File: src/rtl/press_pkg.sv
// rtl/press_pkg.sv - state encoding and event codes shared by the press classifier
package press_pkg;

  typedef logic [2:0] press_state_t;

  localparam press_state_t ST_IDLE      = 3'd0;
  localparam press_state_t ST_PRESS1    = 3'd1;
  localparam press_state_t ST_GAP       = 3'd2;
  localparam press_state_t ST_PRESS2    = 3'd3;
  localparam press_state_t ST_LONG_HOLD = 3'd4;

  typedef enum logic [1:0] {
    EV_NONE   = 2'd0,
    EV_SINGLE = 2'd1,
    EV_DOUBLE = 2'd2,
    EV_LONG   = 2'd3
  } press_event_t;

endpackage

File: src/rtl/press_timer.sv
// rtl/press_timer.sv - shared gesture counter with long-press and gap terminal compares
module press_timer #(
  parameter int LONG_CYCLES = 50_000_000,
  parameter int GAP_CYCLES  = 25_000_000,
  parameter int CNT_W       = $clog2(LONG_CYCLES > GAP_CYCLES ? LONG_CYCLES : GAP_CYCLES) + 1
) (
  input  logic             clk,
  input  logic             rst,
  input  logic             load1,
  input  logic             inc,
  output logic [CNT_W-1:0] cnt,
  output logic             at_long,
  output logic             at_gap
);

  logic [CNT_W-1:0] cnt_q, cnt_d;

  // load1 wins: a new phase always restarts at one sample already seen
  always_comb begin
    cnt_d = cnt_q;
    if (load1)    cnt_d = CNT_W'(1);
    else if (inc) cnt_d = cnt_q + CNT_W'(1);
  end

  always_ff @(posedge clk) begin
    if (rst) cnt_q <= '0;
    else     cnt_q <= cnt_d;
  end

  assign cnt     = cnt_q;
  assign at_long = (cnt_q == CNT_W'(LONG_CYCLES - 1));
  assign at_gap  = (cnt_q == CNT_W'(GAP_CYCLES - 1));

endmodule

File: src/rtl/press_classifier.sv
// rtl/press_classifier.sv - single/double/long press classifier for one debounced button
module press_classifier #(
  parameter int LONG_CYCLES = 50_000_000,
  parameter int GAP_CYCLES  = 25_000_000,
  parameter int CNT_W       = $clog2(LONG_CYCLES > GAP_CYCLES ? LONG_CYCLES : GAP_CYCLES) + 1
) (
  input  logic clk,
  input  logic rst,
  input  logic btn,
  output logic single_click,
  output logic double_click,
  output logic long_press,
  output logic held,
  output logic busy
);
  import press_pkg::*;

  localparam int MAX_CYCLES = (LONG_CYCLES > GAP_CYCLES) ? LONG_CYCLES : GAP_CYCLES;

  press_state_t     state_q, state_d;
  press_event_t     ev_d;
  logic             load1, inc, at_long, at_gap, cnt_bad;
  logic [CNT_W-1:0] cnt;
  logic             single_q, double_q, long_q, held_q, busy_q;

  press_timer #(
    .LONG_CYCLES(LONG_CYCLES),
    .GAP_CYCLES (GAP_CYCLES),
    .CNT_W      (CNT_W)
  ) u_timer (
    .clk    (clk),
    .rst    (rst),
    .load1  (load1),
    .inc    (inc),
    .cnt    (cnt),
    .at_long(at_long),
    .at_gap (at_gap)
  );

  // Unreachable in normal operation; recovers from a corrupted counter by abandoning the gesture
  assign cnt_bad = (cnt > CNT_W'(MAX_CYCLES - 1));

  always_comb begin
    state_d = state_q;
    ev_d    = EV_NONE;
    load1   = 1'b0;
    inc     = 1'b0;
    case (state_q)
      ST_IDLE: if (btn) begin
        state_d = ST_PRESS1;
        load1   = 1'b1;
      end
      ST_PRESS1: begin
        if (!btn) begin
          state_d = ST_GAP;
          load1   = 1'b1;
        end else if (at_long) begin
          state_d = ST_LONG_HOLD;
          ev_d    = EV_LONG;
        end else begin
          inc = 1'b1;
        end
      end
      ST_GAP: begin
        if (btn) begin
          state_d = ST_PRESS2;
        end else if (at_gap) begin
          state_d = ST_IDLE;
          ev_d    = EV_SINGLE;
        end else begin
          inc = 1'b1;
        end
      end
      ST_PRESS2: if (!btn) begin
        state_d = ST_IDLE;
        ev_d    = EV_DOUBLE;
      end
      ST_LONG_HOLD: if (!btn) state_d = ST_IDLE;
      default: state_d = ST_IDLE;
    endcase
    if (cnt_bad) begin
      state_d = ST_IDLE;
      ev_d    = EV_NONE;
      load1   = 1'b0;
      inc     = 1'b0;
    end
  end

  always_ff @(posedge clk) begin
    if (rst) begin
      state_q  <= ST_IDLE;
      single_q <= 1'b0;
      double_q <= 1'b0;
      long_q   <= 1'b0;
      held_q   <= 1'b0;
      busy_q   <= 1'b0;
    end else begin
      state_q  <= state_d;
      single_q <= (ev_d == EV_SINGLE);
      double_q <= (ev_d == EV_DOUBLE);
      long_q   <= (ev_d == EV_LONG);
      held_q   <= (state_d == ST_LONG_HOLD);
      busy_q   <= (state_d != ST_IDLE);
    end
  end

  assign single_click = single_q;
  assign double_click = double_q;
  assign long_press   = long_q;
  assign held         = held_q;
  assign busy         = busy_q;

endmodule
File: config.mk
export PLATFORM = sky130hd
export DESIGN_NAME = press_classifier
export DESIGN_NICKNAME = d
export VERILOG_FILES = /design/src/rtl/press_pkg.sv /design/src/rtl/press_timer.sv /design/src/rtl/press_classifier.sv
export SDC_FILE = /design/constraint.sdc
export NUM_CORES = 1
export LEC_CHECK = 0
export ABC_AREA = 1
export CAP_MARGIN = 20
export CORE_UTILIZATION = 60
export CTS_CLUSTER_DIAMETER = 30
export DETAILED_ROUTE_END_ITERATION = 8
export MAX_ROUTING_LAYER = met4
export PLACE_DENSITY = 0.78
export RECOVER_POWER = 100
export SLEW_MARGIN = 20
export SYNTH_ARGS = -nofsm -noshare
export SYNTH_HDL_FRONTEND = slang
export SYNTH_SLANG_ARGS = --single-unit
File: constraint.sdc
create_clock -name clk -period 2.43 [get_ports clk]
set_clock_uncertainty 0.05 [all_clocks]
set_input_delay 0.243 -clock clk [delete_from_list [all_inputs] [get_ports clk]]
set_output_delay 0.243 -clock clk [all_outputs]
set_load 0.01 [all_outputs]
==> metrics.cfg <==
[clock_tree]
tritoncts=done
cts_root_buf=clkbuf_8
clk_pin_slew_ns=0.07
cts_max_level=2
cts_made_buffers=5
cts-hold-fix-buffers=0
cts_buffer_depth=2
clock_sinks=35
clk_latency_ns=0.28
cts_resized=0
cts_setup_buffers=0

[global_routing]
antenna_found_initial=0
grt_max_degree=27
first_global_vias=2086
overflow=0
track_usage_pct=30.1
grt_first_pass_wirelength_um=9610

[routing]
ant_nets=0
dr.pass1.iters=5
routedWlPerCell_um=13.0
drc=0
wl_um=5580
initialDrtViolationCount=198
vias_per_cell=5.35
vias=2289

[floorplan]
initial_core_util_pct=63.7
ioPinCount=8
die_y_um=65.1
num_rows=22
die-area_um2=4230
die_w_um=65.1
core_um2=3740

[power]
clkPwrFrac_pct=41.2
leakage_nw=0.971
p_int_mw=0.919
p_sw_share_pct=24.6
cellPowerDensity_nw_per_um2=485
p_sw_mw=0.299
power_frac_comb_pct=10.4
power_frac_seq_pct=48.4
peakVddDrop_v=0.000377

[critical_path]
startpoint_type=register
worstPathRequired_ns=2.58
cp_cell_sequence=ha_1 > nand3_2 > nor3_1 > nand2_2 > nand2_4 > nand2_8 > inv_6 > nand2_1 > a21oi_1
critical-path-top-delay-family=simple AND/OR/NAND/NOR gates
crit_path_end_kind=register
crit_buf_inv=1
slowest_delay_ns=0.37
cp_slowest_cell=dfxtp_1
crit_arrival_ns=2.29
critical_path.max_fanout=26
critical_path_class=register to register

[final_layout]
final_common_cell=nand2_1
final_util_pct=67.1
mostFrequentLayoutCells=nand2_1 (128), nor2_1 (55), dfxtp_1 (35), inv_1 (33), a21oi_1 (28)
multi_input_area_um2=1440
nets=384
layout-drive-gt1-share_pct=7.63
regArea_um2=701
area_delta_synth_final_pct=5.24
n_antenna_cell=0
fillers=365

[timing]
whs_ns=0.442
drv_slew=0
setup_viol=0
fin_crit_ns=2.14
fmax_mhz=468
worst_pin_slew_ns=0.480
rsz0062_at_grt=false
relSlewSlack_pct=67.8
fin_tns_setup_ns=0
finalHoldViolCount=0
finalCritPeriodShare_pct=87.9

[hold_path]
hp-class=register to register

[synthesis]
synth_cell_types=28
synth_area_per_cell_um2=6.33
synth_nets=381
ys_seq_area_share_pct=29.4
syn-cell-area_um2=2390
syn_inst=377
synth-seq-cells=35
yosysWarnings=0

[outcome]
outcome=completed

[placement]
gp_congestion=0.940
hpwlAfterDp_um=4230
io_buffers=7

[run]
maxCapViolCount=0

## flip-flops by register name, summed over array words and instances, names as in the netlist
register	count
long_press	1
single_click	1
state_q	3
busy	1
double_click	1
u_timer.cnt	27
held	1
## kinds of logic after synthesis
logic type,after synthesis,share of synthesized area [%]
compound gates,32,7.81
flops,35,29.4
fa+ha+maj,1,0.524
simple gates,241,45.0
buf+inv,47,9.54
xor+xnor,21,7.71
## per-stage QoR
step	setup WS, ns	total power [mW]	cells	area [um2]
4_1_cts	0.380	1.23	428	2530
2_1_floorplan	0.692	0.719	377	2390
3_3_place_gp	0.415	0.731	421	2430
6_report	0.294	1.22	428	2510
5_1_grt	0.0931	1.27	428	2510
3_5_place_dp	0.354	0.732	421	2430
## area by class of cell
type | instances | share of cell area, %
tap | 48 | 2.39
clock buffer | 6 | 2.89
multi-input combinational | 295 | 57.2
sequential | 35 | 27.9
timing repair buffer | 7 | 2.79
inverter | 36 | 5.58
clock inverter | 1 | 1.20
## synth_stat cells
cell type | number | share of area (%)
a21oi_1 | 24 | 5.0
a21oi_2 | 6 | 2.2
and3_1 | 2 | 0.52
buf_2 | 4 | 0.84
buf_4 | 3 | 0.94
buf_6 | 4 | 1.9
dfxtp_1 | 35 | 29
ha_1 | 1 | 0.52
inv_1 | 33 | 5.2
inv_2 | 2 | 0.31
inv_6 | 1 | 0.37
nand2_1 | 128 | 20
nand2_2 | 5 | 1.3
nand2_4 | 4 | 1.9
nand2_8 | 1 | 0.84
nand3_1 | 13 | 2.7
nand3_2 | 3 | 1.3
nand3b_1 | 4 | 1.3
nand4_1 | 7 | 1.8
nor2_1 | 55 | 8.7
nor2_2 | 3 | 0.79
nor2_4 | 1 | 0.47
nor3_1 | 14 | 2.9
nor3_2 | 1 | 0.42
o21ai_0 | 1 | 0.21
o21ai_2 | 1 | 0.37
xnor2_1 | 5 | 1.8
xor2_1 | 16 | 5.9
## power by group through the flow
stage / Combinational, mW / Clock [mW] / Sequential (mW)
3_3_place_gp: 0.128 / 0 / 0.603
2_1_floorplan: 0.116 / 0 / 0.603
3_5_place_dp: 0.129 / 0 / 0.603
5_1_grt: 0.145 / 0.533 / 0.591
6_report: 0.127 / 0.502 / 0.590
4_1_cts: 0.130 / 0.511 / 0.590
## path summary, 6_finish.rpt
check	start	endpoint	slack [ns]	cells after the start
setup / recovery	u_timer.cnt[1]	u_timer.cnt[23]	0.29	9
hold / removal	u_timer.cnt[26]	u_timer.cnt[26]	0.44	2
setup reg to reg	u_timer.cnt[1]	u_timer.cnt[23]	0.29	9
hold reg to reg	u_timer.cnt[26]	u_timer.cnt[26]	0.44	2
## routing by layer
layer | track usage (%) | up-vias | part of all wire [%]
li1 | - | 1188 | -
met1 | 40.6 | 1025 | 47
met2 | 47.1 | 66 | 46
met3 | 3.87 | 10 | 5.5
met4 | 8.70 | 0 | 1.3
met5 | - | - | 0
## worst reg2reg max path: stages (launching register included)
cell	delay [ns]
dfxtp_1	0.37
ha_1	0.25
nand3_2	0.18
nor3_1	0.33
nand2_2	0.13
nand2_4	0.15
nand2_8	0.15
inv_6	0.20
nand2_1	0.10
a21oi_1	0.15
(Power assumes the default switching activity.)
